### src/rtl/instr_dec_mc.sv
// Multi-cycle, multi-channel instruction decoder for the fixed-point stack processor.
// Define DEC_ILLEGAL_TRAP_EN to add the sticky ill_op output for illegal decodes.
module instr_dec_mc #(
  parameter int NBDATA = 32,
  parameter int NBOPCO = 6,
  parameter int NBOPER = 9,
  parameter int MDATAW = 8,
  parameter int NUMIN  = 2,
  parameter int NUMOUT = 2,
  parameter int DIVLAT = 4
) (
  input  logic                     clk,
  input  logic                     rst,
  input  logic                     en,
  input  logic [NBOPCO-1:0]        opcode,
  input  logic [NBOPER-1:0]        operand,
  output logic                     stall,
  output logic                     dsp_push,
  output logic                     dsp_pop,
  output logic [3:0]               ula_op,
  output logic [NBDATA-1:0]        ula_data,
  output logic                     mem_wr,
  output logic [MDATAW-1:0]        mem_addr,
  input  logic [NBDATA-1:0]        mem_data_in,
  input  logic [NUMIN*NBDATA-1:0]  io_in,
  input  logic [NUMIN-1:0]         io_vld,
  output logic [NUMIN-1:0]         req_in,
  output logic [NUMOUT-1:0]        out_en,
  output logic                     srf,
  output logic                     neg
`ifdef DEC_ILLEGAL_TRAP_EN
  ,
  output logic                     ill_op
`endif
);

  localparam int CIW = (NUMIN > 1) ? $clog2(NUMIN) : 1;
  localparam int COW = (NUMOUT > 1) ? $clog2(NUMOUT) : 1;
  localparam int CW  = (DIVLAT > 2) ? $clog2(DIVLAT - 1) : 1;

  localparam logic [1:0] ST_RUN      = 2'd0;
  localparam logic [1:0] ST_WAIT_IN  = 2'd1;
  localparam logic [1:0] ST_WAIT_ALU = 2'd2;

  logic [1:0]        state_q, state_d;
  logic [CW-1:0]     cnt_q, cnt_d;
  logic [3:0]        ula_op_q, ula_op_d;
  logic [NUMIN-1:0]  req_in_q, req_in_d;
  logic [NUMOUT-1:0] out_en_q, out_en_d;
  logic              srf_q, srf_d;
  logic [CIW-1:0]    ch_q, ch_d;

  logic [7:0]        op8;
  logic [CIW-1:0]    chIn;
  logic [COW-1:0]    chOut;
  logic              inOk, outOk, accept;
  logic              opLegal, opPop, opPush, opWr, opNeg, opSrf, opIn, opOut, opDiv;
  logic [3:0]        opUla;
  logic [NBDATA-1:0] inData;
  logic              unusedOpBits;

  assign op8          = 8'(opcode);
  assign chIn         = operand[CIW-1:0];
  assign chOut        = operand[COW-1:0];
  assign inOk         = int'(chIn) < NUMIN;
  assign outOk        = int'(chOut) < NUMOUT;
  assign accept       = en && (state_q == ST_RUN) && !rst;
  assign unusedOpBits = ^operand;

  always_comb begin
    opLegal = 1'b1;
    opPop   = 1'b0;
    opPush  = 1'b0;
    opWr    = 1'b0;
    opNeg   = 1'b0;
    opSrf   = 1'b0;
    opIn    = 1'b0;
    opOut   = 1'b0;
    opDiv   = 1'b0;
    opUla   = 4'd0;
    case (op8) inside
      8'd0:           opUla = 4'd1;
      8'd1:           begin opWr = 1'b1; opPush = 1'b1; opUla = 4'd1; end
      8'd2:           opWr = 1'b1;
      8'd3:           begin opWr = 1'b1; opPop = 1'b1; opUla = 4'd1; end
      8'd4:           begin opWr = 1'b1; opPush = 1'b1; end
      8'd9:           begin opPop = 1'b1; opSrf = 1'b1; end
      8'd10:          begin opIn = 1'b1; opLegal = inOk; end
      8'd11:          begin opOut = 1'b1; opPop = 1'b1; opLegal = outOk; end
      [8'd14:8'd15]:  opUla = 4'd2;
      [8'd16:8'd17]:  opUla = 4'd3;
      [8'd18:8'd19]:  begin opUla = 4'd4; opDiv = 1'b1; end
      [8'd20:8'd21]:  begin opUla = 4'd5; opDiv = 1'b1; end
      [8'd22:8'd25]:  opUla = 4'd10;
      [8'd26:8'd29]:  opUla = 4'd12;
      [8'd30:8'd31]:  opUla = 4'd11;
      8'd36:          opUla = 4'd9;
      [8'd38:8'd39]:  opUla = 4'd15;
      [8'd40:8'd41]:  opUla = 4'd14;
      [8'd42:8'd43]:  opUla = 4'd13;
      [8'd44:8'd45]:  opUla = 4'd7;
      [8'd46:8'd47]:  opUla = 4'd6;
      [8'd48:8'd49]:  opUla = 4'd8;
      8'd50:          begin opWr = 1'b1; opNeg = 1'b1; end
      8'd51:          begin opWr = 1'b1; opPop = 1'b1; opNeg = 1'b1; end
      default:        opLegal = 1'b0;
    endcase
    // Binary ALU ops consume the second stack operand on their odd encodings
    if (op8 >= 8'd15 && op8 <= 8'd49 && op8[0] && !(op8 >= 8'd33 && op8 <= 8'd37))
      opPop = 1'b1;
  end

  always_comb begin
    state_d  = state_q;
    cnt_d    = cnt_q;
    ula_op_d = 4'd0;
    req_in_d = '0;
    out_en_d = '0;
    srf_d    = 1'b0;
    ch_d     = ch_q;
    dsp_pop  = 1'b0;
    dsp_push = 1'b0;
    mem_wr   = 1'b0;
    neg      = 1'b0;
    stall    = 1'b0;
    case (state_q)
      ST_RUN: begin
        if (accept) ch_d = chIn;
        if (accept && opLegal) begin
          mem_wr   = opWr;
          dsp_push = opPush;
          dsp_pop  = opPop;
          neg      = opNeg;
          srf_d    = opSrf;
          ula_op_d = opUla;
          if (opOut) out_en_d = NUMOUT'(1) << chOut;
          if (opIn) begin
            if (io_vld[chIn]) begin
              dsp_pop  = 1'b1;
              req_in_d = NUMIN'(1) << chIn;
              ula_op_d = 4'd1;
            end else begin
              state_d = ST_WAIT_IN;
            end
          end
          if (opDiv && DIVLAT > 1) begin
            state_d = ST_WAIT_ALU;
            cnt_d   = CW'(DIVLAT - 2);
          end
        end
      end
      ST_WAIT_IN: begin
        if (io_vld[ch_q]) begin
          dsp_pop  = 1'b1;
          req_in_d = NUMIN'(1) << ch_q;
          ula_op_d = 4'd1;
          state_d  = ST_RUN;
        end else begin
          stall = 1'b1;
        end
      end
      ST_WAIT_ALU: begin
        // The divider keeps its opcode until the final busy cycle has passed
        stall    = 1'b1;
        ula_op_d = ula_op_q;
        if (cnt_q == '0) state_d = ST_RUN;
        else             cnt_d   = cnt_q - 1'b1;
      end
      default: state_d = ST_RUN;
    endcase
    if (rst) begin
      dsp_pop = 1'b0;
      stall   = 1'b0;
    end
  end

  always_comb begin
    inData = io_in[NBDATA-1:0];
    for (int k = 0; k < NUMIN; k++)
      if (ch_q == CIW'(k)) inData = io_in[k*NBDATA +: NBDATA];
    ula_data = (|req_in_q) ? inData : mem_data_in;
  end

  always_ff @(posedge clk) begin
    if (rst) begin
      state_q  <= ST_RUN;
      cnt_q    <= '0;
      ula_op_q <= 4'd0;
      req_in_q <= '0;
      out_en_q <= '0;
      srf_q    <= 1'b0;
      ch_q     <= '0;
    end else begin
      state_q  <= state_d;
      cnt_q    <= cnt_d;
      ula_op_q <= ula_op_d;
      req_in_q <= req_in_d;
      out_en_q <= out_en_d;
      srf_q    <= srf_d;
      ch_q     <= ch_d;
    end
  end

`ifdef DEC_ILLEGAL_TRAP_EN
  logic ill_q;

  always_ff @(posedge clk) begin
    if (rst)                      ill_q <= 1'b0;
    else if (accept && !opLegal)  ill_q <= 1'b1;
  end

  assign ill_op = ill_q;
`endif

  assign ula_op   = ula_op_q;
  assign req_in   = req_in_q;
  assign out_en   = out_en_q;
  assign srf      = srf_q;
  assign mem_addr = operand[MDATAW-1:0];

endmodule

### config.mk
export PLATFORM = sky130hd
export DESIGN_NAME = instr_dec_mc
export DESIGN_NICKNAME = d
export VERILOG_FILES = /design/src/rtl/instr_dec_mc.sv
export SDC_FILE = /design/constraint.sdc
export NUM_CORES = 1
export LEC_CHECK = 0
export CAP_MARGIN = 5
export CORE_AREA = 8 8 89 83
export DETAILED_ROUTE_END_ITERATION = 10
export DIE_AREA = 0 0 97 91
export PLACE_DENSITY = 0.9
export SLEW_MARGIN = 40
export SYNTH_ARGS = -nofsm -noshare
export SYNTH_HDL_FRONTEND = slang
export SYNTH_SLANG_ARGS = --single-unit
### constraint.sdc
create_clock -name clk -period 6.1 [get_ports clk]
set_clock_uncertainty 0.15 [all_clocks]
set_input_delay 1.22 -clock clk [delete_from_list [all_inputs] [get_ports clk]]
set_output_delay 1.22 -clock clk [all_outputs]
set_load 0.1 [all_outputs]
==> flow_metrics.py, run 1 <==
metrics = {
    "yosys": {
        "synth.area.top_cells": "mux2i_1, dfxtp_1, a21oi_1, nor2_1, buf_4",
        "synth_ff_type": "dfxtp_1",
        "ys_top_cells_by_count": "nor2_1, a21oi_1, mux2i_1",
        "ys_ff_latch": 14,
        "synth_top_area_share": 0.169,
        "synth-async-reset-ratio": 0,
        "yosys_warnings": 0,
        "synth_seq_area_share": 0.139,
        "synth_fp_nets": 402,
        "synthCells": 282,
        "synth_edf_count": 0,
        "synth_area_sq_um": 2010,
        "synth.most_common_cell": "nor2_1",
        "synth.largest_area_cell": "mux2i_1",
        "yosysUniqueCellTypes": 58,
        "syn_area_per_cell_sq_um": 7.13,
    },
    "detailed_routing": {
        "drt_wl_total_mm": 8.53,
        "vias": 2499,
        "drtIter0Drc": 64,
        "ant_nets": 0,
        "drt_first_pass_iters": 4,
        "via_per_inst": 5.21,
        "drc": 0,
        "routedWlPerCell_um": 17.8,
    },
    "layout": {
        "area_growth_pct": 64.2,
        "num-fill-cells": 542,
        "nNetsFinal": 529,
        "n_antenna_cell": 0,
        "drive_gt1_frac": 0.179,
        "multiInputGateArea_sq_um": 1510,
        "register_area_sq_um": 284,
    },
    "placed_design": {
        "dp_hpwl_mm": 6.98,
        "gp_congestion": 0.831,
        "post-place-ws_ns": 1.16,
        "io_buffers": 154,
    },
    "pwr": {
        "internal_power_uw": 253,
        "pwr-share-clk": 0.203,
        "leakage_uw": 0.00131,
        "p_comb_frac": 0.571,
        "netSwitchingPower_uw": 196,
        "power_density_nw_per_um2": 136,
        "irDropWorstVdd_uv": 118,
        "finalPower_uw": 448,
        "seq_power_share": 0.226,
        "switching_share": 0.437,
    },
    "status": {
        "status": "finished, final reports clean",
    },
    "critical_path": {
        "endpoint_kind": "primary output",
        "path_buf_inv": 2,
        "critical_path.startpoint_type": "input port",
        "crit_family": "buffers and inverters",
        "max_stage_delay_ns": 0.81,
        "crit_arrival_ns": 3.64,
        "crit_path_max_fanout": 20,
        "cp_cell_sequence": "clkdlybuf4s50_1, o211ai_2, and2b_2, nand3_4, a211o_1, a21oi_1, buf_4",
        "crit_type": "in2out",
        "cpMaxStageDelayCell": "clkdlybuf4s50_1",
        "crit_required_ns": 4.73,
    },
    "timing": {
        "setup_viol": 0,
        "slew-limit-headroom": 0.478,
        "timing.fmax_ghz": 0.200,
        "tightest_slew_ns": 0.780,
        "setup_ws_ns": 1.09,
        "period_share": 0.821,
        "hold_viol": 0,
        "whs_ns": 0.348,
        "tns_ns": 0,
        "slew_viol_final": 0,
        "fin_crit_ns": 5.01,
        "grt_setup_unrepaired": "no",
    },
    "min_path": {
        "hold_path.class": "reg2reg",
    },
    "clocking": {
        "cts_max_level": 1,
        "cts.sinks": 14,
        "post_cts_buffers": 0,
        "cts_made_buffers": 3,
        "root_buffer": "clkbuf_8",
        "clock_latency_ns": 0.25,
        "cts_tree": "done",
        "cts_max_path_buffers": 2,
        "cts_resized": 0,
        "clk_pin_slew_ns": 0.06,
        "postCtsHoldBufs": 0,
    },
    "floorplan": {
        "core_area_sq_um": 5910,
        "die_w_um": 97,
        "die_area_sq_um": 8830,
        "ios": 170,
        "start_util": 0.340,
        "row_count": 27,
        "die_h_um": 91,
    },
    "global_routing": {
        "antenna_found_initial": 0,
        "grt.overflow.total": 0,
        "grt_pass1_wl_mm": 13.0,
        "grtUsageTotal": 0.176,
        "grt_start_max_net_pins": 65,
        "grt_pass1_vias": 2339,
    },
    "job": {
        "max_cap_viol_count": 0,
    },
}
[placed cells by master (no fill, tap or decap), types with 3 or more instances in the layout]
master           count
clkdlybuf4s50_1    107
nor2_1              45
a21oi_1             44
buf_2               42
mux2i_1             34
dfxtp_1             13
nand2_1             12
inv_1               11
o21ai_0              7
nand2b_1             6
nand3_1              5
buf_4                5
nor4_1               4
ha_1                 4
clkbuf_8             4
a31oi_1              3
nor3_1               3
nor2b_1              3
xnor2_1              3
o211ai_1             3
[final timing paths]
path / start / end / slack (ns) / depth (start not counted)
setup reg to reg: state_q[0] / ula_op[3] / 3.80 / 7
hold reg to reg: ula_op[3] / ula_op[3] / 0.35 / 2
hold / removal: ula_op[3] / ula_op[3] / 0.35 / 2
setup / recovery: opcode[3] / dsp_pop / 1.09 / 7
[layout make-up]
type	count	area share
multi-input cells	224	0.457
flip-flops and latches	14	0.0860
repair buffers	154	0.399
clock buffers	4	0.0167
well taps	72	0.0273
inverters	12	0.0136
[metrics by stage]
| stage | utilization | area [sq um] | cells |
|---|---|---|---|
| floorplan | - | 2010 | 282 |
| global placement | 0.584 | 3450 | 476 |
| detailed placement | 0.550 | 3250 | 476 |
| CTS | 0.559 | 3300 | 480 |
| global route | 0.559 | 3300 | 480 |
| finish | 0.559 | 3300 | 480 |
[state kept, by name, indices dropped and copies added (netlist names)]
signal   count
req_in       2
cnt_q        2
state_q      2
srf          1
out_en       2
ula_op       4
ch_q         1
[logic make-up after synthesis]
| logic type | Yosys count | synth area share |
|---|---|---|
| simple gates | 98 | 0.262 |
| compound gates | 83 | 0.271 |
| buf+inv | 44 | 0.111 |
| mux | 35 | 0.175 |
| flops | 14 | 0.139 |
| xor+xnor | 4 | 0.0174 |
| fa+ha+maj | 4 | 0.0249 |
[per-layer routing]
layer  vias to the layer above  GRT usage  wire, um
met2                       100      0.323      4450
met3                         4     0.0424       520
li1                       1262          -         -
met5                         -          0         0
met4                         0     0.0115        16
met1                      1133      0.209      3540
[tightest hold or removal path, stage by stage, from the launching register on]
cell and delay, ns:
dfxtp_1 0.31, nand2_1 0.07, o32ai_2 0.07
[power groups by stage]
| stage | logic (uW) | registers (uW) | clock network [uW] |
|---|---|---|---|
| after floorplan | 186 | 103 | 0 |
| after global placement | 264 | 104 | 0 |
| after detailed placement | 255 | 103 | 0 |
| after CTS | 256 | 101 | 93.3 |
| after global routing | 269 | 102 | 98.9 |
| final | 256 | 101 | 90.9 |
Power figures use the tool's default switching activity.
==> inputs of run 2 (changes only) <==
CORE_AREA = 8 8 92 86   (was 8 8 89 83)
DIE_AREA = 0 0 100 94   (was 0 0 97 91)
PLACE_DENSITY = 0.84   (was 0.9)
clock period = 4.8 ns   (was 6.1 ns; I/O delays follow)
==> flow_metrics.py, run 2 (synthesis gave the netlist of run 1 again) <==
metrics = {
    "layout": {
        "nNetsFinal": 537,
        "drive_gt1_frac": 0.200,
        "final_cell_mix": "clkdlybuf4s50_1, nor2_1, a21oi_1, buf_4, mux2i_1",
        "area_growth_pct": 75.4,
        "largest_reg_flops": 4,
        "n_antenna_cell": 0,
        "num-fill-cells": 610,
        "final_common_cell": "clkdlybuf4s50_1",
        "final_cell_count_no_fill": 506,
    },
    "clocking": {
        "cts_resized": 0,
        "cts.sinks": 14,
        "cts_max_path_buffers": 2,
        "cts_max_level": 1,
        "cts_tree": "done",
        "clock_latency_ns": 0.25,
        "postCtsHoldBufs": 0,
        "root_buffer": "clkbuf_8",
        "cts_made_buffers": 3,
        "clk_pin_slew_ns": 0.06,
        "post_cts_buffers": 0,
    },
    "detailed_routing": {
        "routedWlPerCell_um": 18.1,
        "ant_nets": 0,
        "vias": 2535,
        "via_per_inst": 5.01,
        "drt_first_pass_iters": 4,
        "drt_wl_total_mm": 9.17,
        "drc": 0,
        "drtIter0Drc": 167,
    },
    "critical_path": {
        "r2r_setup_slack_ns": 2.32,
        "endpoint_kind": "primary output",
        "crit_required_ns": 3.69,
        "path_buf_inv": 2,
        "crit_path_max_fanout": 6,
        "cp_cell_sequence": "clkdlybuf4s50_1, or4b_4, nand3b_4, nor2_2, a31oi_1, a21oi_1, buf_12",
        "crit_family": "simple AND/OR/NAND/NOR gates",
        "critical_path.startpoint_type": "input port",
        "crit_arrival_ns": 3.01,
        "crit_type": "in2out",
        "cpMaxStageDelayCell": "or4b_4",
        "max_stage_delay_ns": 0.56,
    },
    "placed_design": {
        "io_buffers": 154,
        "placed_cells": 502,
        "dp_hpwl_mm": 7.54,
        "post-place-ws_ns": 0.714,
        "gp_congestion": 0.884,
    },
    "pwr": {
        "irDropWorstVdd_uv": 136,
        "power_density_nw_per_um2": 167,
        "leakage_uw": 0.00138,
    },
    "floorplan": {
        "die_w_um": 100,
        "die_area_sq_um": 9400,
        "ios": 170,
        "core_area_sq_um": 6380,
        "die_h_um": 94,
        "start_util": 0.316,
        "row_count": 28,
    },
    "timing": {
        "tns_ns": 0,
        "tightest_slew_ns": 0.647,
        "setup_viol": 0,
        "slew-limit-headroom": 0.569,
        "slew_viol_final": 0,
        "period_share": 0.858,
        "hold_viol": 0,
        "grt_setup_unrepaired": "no",
        "whs_ns": 0.345,
        "fin_crit_ns": 4.12,
        "setup_ws_ns": 0.682,
        "timing.fmax_ghz": 0.243,
    },
    "status": {
        "status": "finished, final reports clean",
    },
    "global_routing": {
        "grtUsageTotal": 0.178,
        "grt_pass1_wl_mm": 13.4,
        "grt_pass1_vias": 2434,
        "antenna_found_initial": 0,
        "grt.overflow.total": 0,
        "grt_start_max_net_pins": 65,
    },
    "job": {
        "max_cap_viol_count": 0,
    },
    "min_path": {
        "hold_path.class": "reg2reg",
    },
}
## run 2: metal layers
metal / up-vias / global-route usage / share of wire / wire [um]
li1: 1270 / - / - / -
met1: 1155 / 0.206 / 0.39 / 3590
met2: 93 / 0.315 / 0.50 / 4620
met3: 17 / 0.0504 / 0.086 / 793
met4: 0 / 0.0440 / 0.018 / 166
met5: - / 0 / 0 / 0
## run 2: worst paths after layout
check,startpoint,end,depth (start not counted)
hold reg to reg,ula_op[2],ula_op[2],2
setup reg to reg,state_q[0],ula_op[3],8
hold / removal,ula_op[2],ula_op[2],2
setup / recovery,opcode[2],dsp_pop,7
## run 2: area by class of cell
type | instances | area, sq um | area share
Tap cell | 90 | 113 | 0.0319
Sequential cell | 14 | 282 | 0.0798
Clock buffer | 4 | 55.1 | 0.0156
Inverter | 12 | 45.0 | 0.0128
Multi-Input combinational cell | 224 | 1520 | 0.432
Timing Repair Buffer | 162 | 1510 | 0.428
## run 2: stage by stage
step	power, uW	area [sq um]	utilization
4_1_cts	591	3530	0.553
2_1_floorplan	368	2020	-
3_5_place_dp	474	3470	0.545
5_1_grt	615	3530	0.553
6_report	590	3530	0.553
3_3_place_gp	469	3520	0.551
## run 2: tightest hold or removal path: stages (launching register included)
cell,delay (ns)
dfxtp_1,0.31
nand2_1,0.07
o32ai_2,0.07
## run 2: power by group
part	switching, uW	leakage [uW]	internal (uW)
clock	44.3	0.0000288	72.8
combinational	209	0.00124	144
sequential	1.15	0.000114	118
==> inputs of run 3 (changes only) <==
CTS_CLUSTER_SIZE = 24   (was not set)
==> results of run 3 <==
No change in the layout: final DEF, timing and power equal those of run 2.
